**src/rtl/mux4to1_x32_if.sv**
```systemverilog
// mux4to1_x32_if -- bus bundle for the 4:1 datapath multiplexer.
//   a0..a3  : data inputs (WIDTH bits), selected by s = 00/01/10/11
//   s       : 2-bit select code
//   en      : load enable for the registered copies
//   y       : combinational selected word
//   y_q     : registered selected word
//   s_q     : registered select code
//   sel_chg : one-cycle flag, select code differed from s_q at the last load
//   y_par   : even-parity bit of y_q (only when MUX_PARITY_EN is defined)
// Modports: master drives data/select/enable; slave is the multiplexer.
interface mux4to1_x32_if #(
  parameter int unsigned WIDTH = 32
);
  logic [WIDTH-1:0] a0;
  logic [WIDTH-1:0] a1;
  logic [WIDTH-1:0] a2;
  logic [WIDTH-1:0] a3;
  logic [1:0]       s;
  logic             en;
  logic [WIDTH-1:0] y;
  logic [WIDTH-1:0] y_q;
  logic [1:0]       s_q;
  logic             sel_chg;
`ifdef MUX_PARITY_EN
  logic             y_par;
`endif

  modport master (
    output a0, a1, a2, a3, s, en,
`ifdef MUX_PARITY_EN
    input  y_par,
`endif
    input  y, y_q, s_q, sel_chg
  );

  modport slave (
    input  a0, a1, a2, a3, s, en,
`ifdef MUX_PARITY_EN
    output y_par,
`endif
    output y, y_q, s_q, sel_chg
  );
endinterface

```
**src/rtl/mux4to1_x32.sv**
```systemverilog
// mux4to1_x32 -- four-input, WIDTH-bit multiplexer for CPU datapath select
// points (write-back source, ALU operand, next-PC).
// Ports:
//   clk : rising-edge clock
//   rst : synchronous, active-high reset (overrides en)
//   bus : mux4to1_x32_if.slave
//         y       = combinational selection, independent of clk/rst/en
//         y_q/s_q = word and select captured on an enabled edge
//         sel_chg = 1 for one cycle after a load whose s differed from s_q
// Optional feature: define MUX_PARITY_EN to add bus.y_par, the registered
// XOR-reduction of y_q (1 for an odd number of ones), aligned with y_q.
module mux4to1_x32 #(
  parameter int unsigned WIDTH = 32
) (
  input  logic            clk,
  input  logic            rst,
  mux4to1_x32_if.slave    bus
);

  logic [WIDTH-1:0] y_sel;
  logic [WIDTH-1:0] y_d;
  logic [WIDTH-1:0] y_q;
  logic [1:0]       s_d;
  logic [1:0]       s_q;
  logic             sel_chg_d;
  logic             sel_chg_q;

  // Unknown select propagates as all-X in simulation; synthesis sees a full
  // case and treats the default as don't-care, so no latch is implied.
  always_comb begin
    y_sel = 'x;
    case (bus.s)
      2'b00:   y_sel = bus.a0;
      2'b01:   y_sel = bus.a1;
      2'b10:   y_sel = bus.a2;
      2'b11:   y_sel = bus.a3;
      default: y_sel = 'x;
    endcase
  end

  // sel_chg is a pulse: it is cleared on every edge without a load.
  always_comb begin
    y_d       = y_q;
    s_d       = s_q;
    sel_chg_d = 1'b0;
    if (bus.en) begin
      y_d       = y_sel;
      s_d       = bus.s;
      sel_chg_d = (bus.s != s_q);
    end
  end

  always_ff @(posedge clk) begin
    if (rst) begin
      y_q       <= '0;
      s_q       <= '0;
      sel_chg_q <= 1'b0;
    end else begin
      y_q       <= y_d;
      s_q       <= s_d;
      sel_chg_q <= sel_chg_d;
    end
  end

`ifdef MUX_PARITY_EN
  logic y_par_d;
  logic y_par_q;

  // Computed from the word being loaded so it lands on the same edge as y_q.
  always_comb begin
    y_par_d = y_par_q;
    if (bus.en) begin
      y_par_d = ^y_sel;
    end
  end

  always_ff @(posedge clk) begin
    if (rst) begin
      y_par_q <= 1'b0;
    end else begin
      y_par_q <= y_par_d;
    end
  end

  assign bus.y_par = y_par_q;
`endif

  assign bus.y       = y_sel;
  assign bus.y_q     = y_q;
  assign bus.s_q     = s_q;
  assign bus.sel_chg = sel_chg_q;

endmodule

```
**src/flat_wrapper.sv**
```systemverilog
// flat-port wrapper written by rule: the top's interface ports become plain ports
module mux4to1_x32_flat 
#(
  parameter int unsigned WIDTH = 32
)
  (clk, rst, bus_a0, bus_a1, bus_a2, bus_a3, bus_s, bus_en, bus_y, bus_y_q, bus_s_q, bus_sel_chg);
  mux4to1_x32_if #(.WIDTH(WIDTH)) bus_i ();
  input  logic clk;
  input  logic rst;
  input wire logic [$bits(bus_i.a0)-1:0] bus_a0;
  input wire logic [$bits(bus_i.a1)-1:0] bus_a1;
  input wire logic [$bits(bus_i.a2)-1:0] bus_a2;
  input wire logic [$bits(bus_i.a3)-1:0] bus_a3;
  input wire logic [$bits(bus_i.s)-1:0] bus_s;
  input wire logic [$bits(bus_i.en)-1:0] bus_en;
  output wire logic [$bits(bus_i.y)-1:0] bus_y;
  output wire logic [$bits(bus_i.y_q)-1:0] bus_y_q;
  output wire logic [$bits(bus_i.s_q)-1:0] bus_s_q;
  output wire logic [$bits(bus_i.sel_chg)-1:0] bus_sel_chg;
  assign bus_i.a0 = bus_a0;
  assign bus_i.a1 = bus_a1;
  assign bus_i.a2 = bus_a2;
  assign bus_i.a3 = bus_a3;
  assign bus_i.s = bus_s;
  assign bus_i.en = bus_en;
  assign bus_y = bus_i.y;
  assign bus_y_q = bus_i.y_q;
  assign bus_s_q = bus_i.s_q;
  assign bus_sel_chg = bus_i.sel_chg;
  mux4to1_x32 #(.WIDTH(WIDTH)) u_core (.clk(clk), .rst(rst), .bus(bus_i));
endmodule
```
**config.mk**
```make
export PLATFORM = sky130hd
export DESIGN_NAME = mux4to1_x32_flat
export DESIGN_NICKNAME = d
export VERILOG_FILES = /design/src/rtl/mux4to1_x32_if.sv /design/src/rtl/mux4to1_x32.sv /design/src/flat_wrapper.sv
export SDC_FILE = /design/constraint.sdc
export NUM_CORES = 1
export LEC_CHECK = 0
export ABC_AREA = 0
export CORE_ASPECT_RATIO = 2
export CORE_MARGIN = 5
export CORE_UTILIZATION = 34
export DETAILED_ROUTE_END_ITERATION = 16
export PLACE_DENSITY = 0.81
export SYNTH_ARGS = -nofsm -noshare
export SYNTH_HDL_FRONTEND = slang
export SYNTH_SLANG_ARGS = --single-unit
```
**constraint.sdc**
```tcl
create_clock -name clk -period 2.5 [get_ports clk]
set_clock_uncertainty 0.2 [all_clocks]
set_input_delay 0.75 -clock clk [delete_from_list [all_inputs] [get_ports clk]]
set_output_delay 0.75 -clock clk [all_outputs]
set_load 0.02 [all_outputs]
```
==> out/qor.csv, run 1 <==
metric;value;unit
ys_seq_elements;35;
grt_worst_setup_endpoint;bus_y[24];
worstEndpointType;primary output;
placed_area;6190;um^2
die_h;135;um
cts_root_buffer;clkbuf_16;
synth_compound_area_share;17.9;%
muxShareOfSynthArea;37.2;%
port_buffers;199;
floorplan.initialDensity;34.7;%
synthXorXnorAreaFrac;0.664;%
synth_cell_types;15;
status;did not finish;
synth_area;2640;um^2
htree_levels;2;
cts_max_path_buffers;2;
cts_buffers;5;
synth_top_family_by_area;multiplexers;
avgSynthCellArea;11.4;um^2
ys_seq_area_share;26.6;%
yosys.area_share.simple;11.8;%
io_pins;200;
grt.overflow.total;7;
track_usage;67.1;%
cts_sinks;35;
globalplace.congestion;0.790;
antenna_found_initial;5;
ys_warn_count;0;
stop_error;[ERROR GRT-0232] Routing congestion too high. Check the congestion heatmap in the GUI.;
netlist_instances;231;
stop_stage;global routing (5_1_grt);
synth_fa_ha_area_share;0;%
grt_max_degree;29;
dpl.hpwl;9650;um
die_w;72.3;um
rows;45;
syn_nets;364;
## what timing repair did
item,4_1_cts
setup endpoints to repair,32
hold buffers,0
gates cloned,7
setup buffers,29
gates resized for setup,346
## synthesized netlist by cell type (all sizes together)
| library cell | count | share of area, % |
|---|---|---|
| mux2i | 98 | 37 |
| dfxtp | 35 | 27 |
| or3b | 33 | 11 |
| o221ai | 32 | 18 |
| buf | 17 | 4.6 |
| clkbuf | 9 | 1.3 |
| nor2 | 2 | 0.28 |
| xnor2 | 2 | 0.66 |
| a21oi | 1 | 0.19 |
| nand2b | 1 | 0.24 |
| nand3b | 1 | 0.28 |
## per-layer routing
metal | global-route usage, % | overflow
met5 | 5.00 | 0
met4 | 78.2 | 2
met3 | 41.7 | 0
met2 | 89.3 | 5
met1 | 62.7 | 0
## metrics by stage
stage	hold slack [ns]	cells	setup WS [ns]
2_1_floorplan	0.405	231	-0.0506
4_1_cts	0.349	623	-0.100
3_3_place_gp	0.323	579	-0.693
3_5_place_dp	0.339	579	-0.672
## cells by family after synthesis
family,count (synthesis)
multiplexers,98
AND/OR/NAND/NOR,37
flip-flops,35
AO/OA/AOI/OAI,33
buffers and inverters,26
XOR/XNOR,2
==> run 2, diff against run 1 <==
--- a/config.mk
+++ b/config.mk
@@ -6,11 +6,10 @@
 export NUM_CORES = 1
 export LEC_CHECK = 0
 export ABC_AREA = 0
-export CORE_ASPECT_RATIO = 2
 export CORE_MARGIN = 5
-export CORE_UTILIZATION = 34
+export CORE_UTILIZATION = 28
 export DETAILED_ROUTE_END_ITERATION = 16
-export PLACE_DENSITY = 0.81
+export PLACE_DENSITY_LB_ADDON = 0.15
 export SYNTH_ARGS = -nofsm -noshare
 export SYNTH_HDL_FRONTEND = slang
 export SYNTH_SLANG_ARGS = --single-unit
==> out/qor.csv, run 2 <==
metric;value;unit;change
placed_area;6330;um^2;was 6190 um^2
io_pins;200;;unchanged
met1_length;4680;um;
grt_max_degree;23;;
dpl.hpwl;8990;um;was 9650 um
synth_top_family_by_area;multiplexers;;unchanged
ys_seq_elements;35;;unchanged
syn_nets;364;;unchanged
largest-register;u_core.bus.y_q;;
clkTransAtPathRegs;0.08;ns;
mostFrequentLayoutCells;dlygate4sd2_1, buf_4, mux2i_4, clkdlybuf4s50_1, buf_6;;
port_buffers;199;;unchanged
cp_cell_sequence;buf_16, buf_12, mux2i_4, mux2i_4, buf_6;;
layout_min_cycle_time;2.54;ns;
die_h;107;um;was 135 um
largest_register_ff_count;32;;
drv_cap;0;;
via_per_inst;4.90;;
synth_edf_count;0;;unchanged
finalCritPeriodShare;102;%;
combPwrFrac;54.6;%;
cts_root_buffer;clkbuf_8;;was clkbuf_16
critPathKind;in2out;;
cp-start-kind;primary input;;
firstDrtPassIters;4;;
hold_viol;0;;
final_core_util;77.8;%;
drive_gt1_share;62.2;%;
grt_pass1_vias;3610;;
yosysMostFrequentCell;mux2i_1;;unchanged
hold_path_class;reg2reg;;
dr.max_layer_used;met4;;
async_flop_share;0;%;unchanged
seqPwrFrac;24.3;%;
wl_per_cell;18.7;um;
peakVddDrop;0.000277;V;
cts_tree;done;;
num_vias;3285;;
synth.top_cell.area_share;37.2;%;unchanged
final_area;7160;um^2;
track_usage;21.4;%;
synth_cell_types;15;;unchanged
area_growth;171;%;
ys_warn_count;0;;unchanged
power_density;358;nW/um^2;
drt_wl_total;12500;um;
cts_buffers;5;;unchanged
synth_top_flop_cell;dfxtp_1;;unchanged
grt_pass1_wl;19300;um;
power_frac_clock;21.1;%;
routed-wl-met2;6640;um;
grt.overflow.total;0;;
die_w;107;um;was 72.3 um
setup_violations;11;;
floorplan.initialDensity;28.7;%;was 34.7%
p_switching;816;uW;
fp.dieArea;11500;um^2;
worstMarginPinSlew;0.260;ns;
ys_seq_area_share;26.6;%;unchanged
slew_headroom;82.3;%;
status;finished with violations;;was did not finish
end_kind;output port;;
antenna_found_initial;1;;
violations;setup timing;;
synth_fa_ha_area_share;0;%;unchanged
crit_top_cell;mux2i_4;;
drtIter0Drc;66;;
yosysTopAreaCell;mux2i_1;;unchanged
globalplace.congestion;0.737;;was 0.790
netlist_instances;231;;unchanged
muxShareOfSynthArea;37.2;%;unchanged
htree_levels;2;;unchanged
synthTopCellsByArea;mux2i_1, dfxtp_1, o221ai_2;;unchanged
synth_compound_area_share;17.9;%;unchanged
synth_area;2640;um^2;unchanged
drc_errors;0;;
cts_max_path_buffers;2;;unchanged
ant_nets;0;;
avgSynthCellArea;11.4;um^2;unchanged
p_int;1740;uW;
rows;35;;was 45
drv_slew;0;;
critPathRequiredTime;1.55;ns;
core_area;9200;um^2;
worstPathArrival;1.59;ns;
clk-insertion-delay-late;0.28;ns;
layout_commonest_cell;dlygate4sd2_1;;
ctsHoldBuffers;0;;unchanged
wl_met3;969;um;
fmax;0.394;GHz;
synth_commonest_cells;mux2i_1, dfxtp_1, or3b_2;;unchanged
p_sw_share;31.9;%;
crit_path_top_delay_cell;mux2i_4;;
cts_sinks;35;;unchanged
fin_ws;-0.0382;ns;
leakage;0.00287;uW;
max_stage_delay;0.28;ns;
crit_fanout;7;;
yosys.area_share.simple;11.8;%;unchanged
rsz0062_at_grt;true;;
nNetsFinal;690;;
synthXorXnorAreaFrac;0.664;%;unchanged
-- run 2: power by group through the flow --
| stage | clock, uW | combinational [uW] | sequential [uW] |
|---|---|---|---|
| 4_1_cts | 556 | 1380 | 623 |
| 2_1_floorplan | 0 | 576 | 686 |
| 3_3_place_gp | 0 | 1250 | 633 |
| 5_1_grt | 583 | 1460 | 629 |
| 3_5_place_dp | 0 | 1260 | 635 |
| 6_report | 539 | 1400 | 623 |
-- run 2: stage by stage --
step	setup WS [ns]	cells	total power (uW)	hold WS, ns	setup TNS, ns
after global routing	-0.0694	670	2680	0.397	-0.745
final	-0.0382	670	2560	0.348	-0.203
after CTS	-0.0262	658	2560	0.350	-0.186
after detailed placement	-0.652	606	1900	0.336	-19.53
after floorplan	-0.0506	231	1260	0.405	-1.53
after global placement	-0.665	606	1880	0.324	-19.27
-- run 2: worst max-delay path, delay by kind of cell --
family | cells | cell delay [ns]
buffers and inverters | 3 | 0.44
multiplexers | 2 | 0.38
-- run 2: cell families (layout without fill, tap and decap cells) --
kind of cell           Yosys count  count (layout)
XOR/XNOR                         2               2
flip-flops                      35              35
AO/OA/AOI/OAI                   33              33
buffers and inverters           26             353
multiplexers                    98              98
other                            0               1
AND/OR/NAND/NOR                 37              37
-- run 2: metal layers --
metal / GRT usage, % / up-vias
met2: 40.4 / 132
met3: 6.08 / 16
met1: 23.6 / 1555
met4: 4.47 / 0
met5: 0 / -
li1: - / 1582
-- run 2: cell type report --
| cell class | instances | area [um^2] |
|---|---|---|
| tap | 111 | 139 |
| clock inverter | 2 | 35.0 |
| fill | 601 | 2040 |
| antenna | 1 | 2.50 |
| multi-input combinational | 170 | 2930 |
| timing repair buffer | 345 | 3270 |
| clock buffer | 6 | 82.6 |
| sequential | 35 | 701 |
-- run 2: repair_timing --
item	CTS	global route
hold endpoints to repair	0	0
setup buffers	39	11
gates resized for setup	372	1
setup endpoints to repair	32	22
pin swaps	0	0
gates cloned	6	0
-- run 2: final timing paths --
check	slack [ns]	endpoint	startpoint	cells past startpoint
worst max register to register	1.31	u_core.bus.y_q[14]$_SDFFE_PP0P_	u_core.bus.y_q[14]$_SDFFE_PP0P_	2
worst max-delay path	-0.04	bus_y[6]	bus_s[1]	5
worst min register to register	0.35	u_core.bus.s_q[0]$_SDFFE_PP0P_	u_core.bus.s_q[0]$_SDFFE_PP0P_	2
worst min-delay path	0.35	u_core.bus.s_q[0]$_SDFFE_PP0P_	u_core.bus.s_q[0]$_SDFFE_PP0P_	2
No activity file was read; power rests on OpenSTA's default activity.
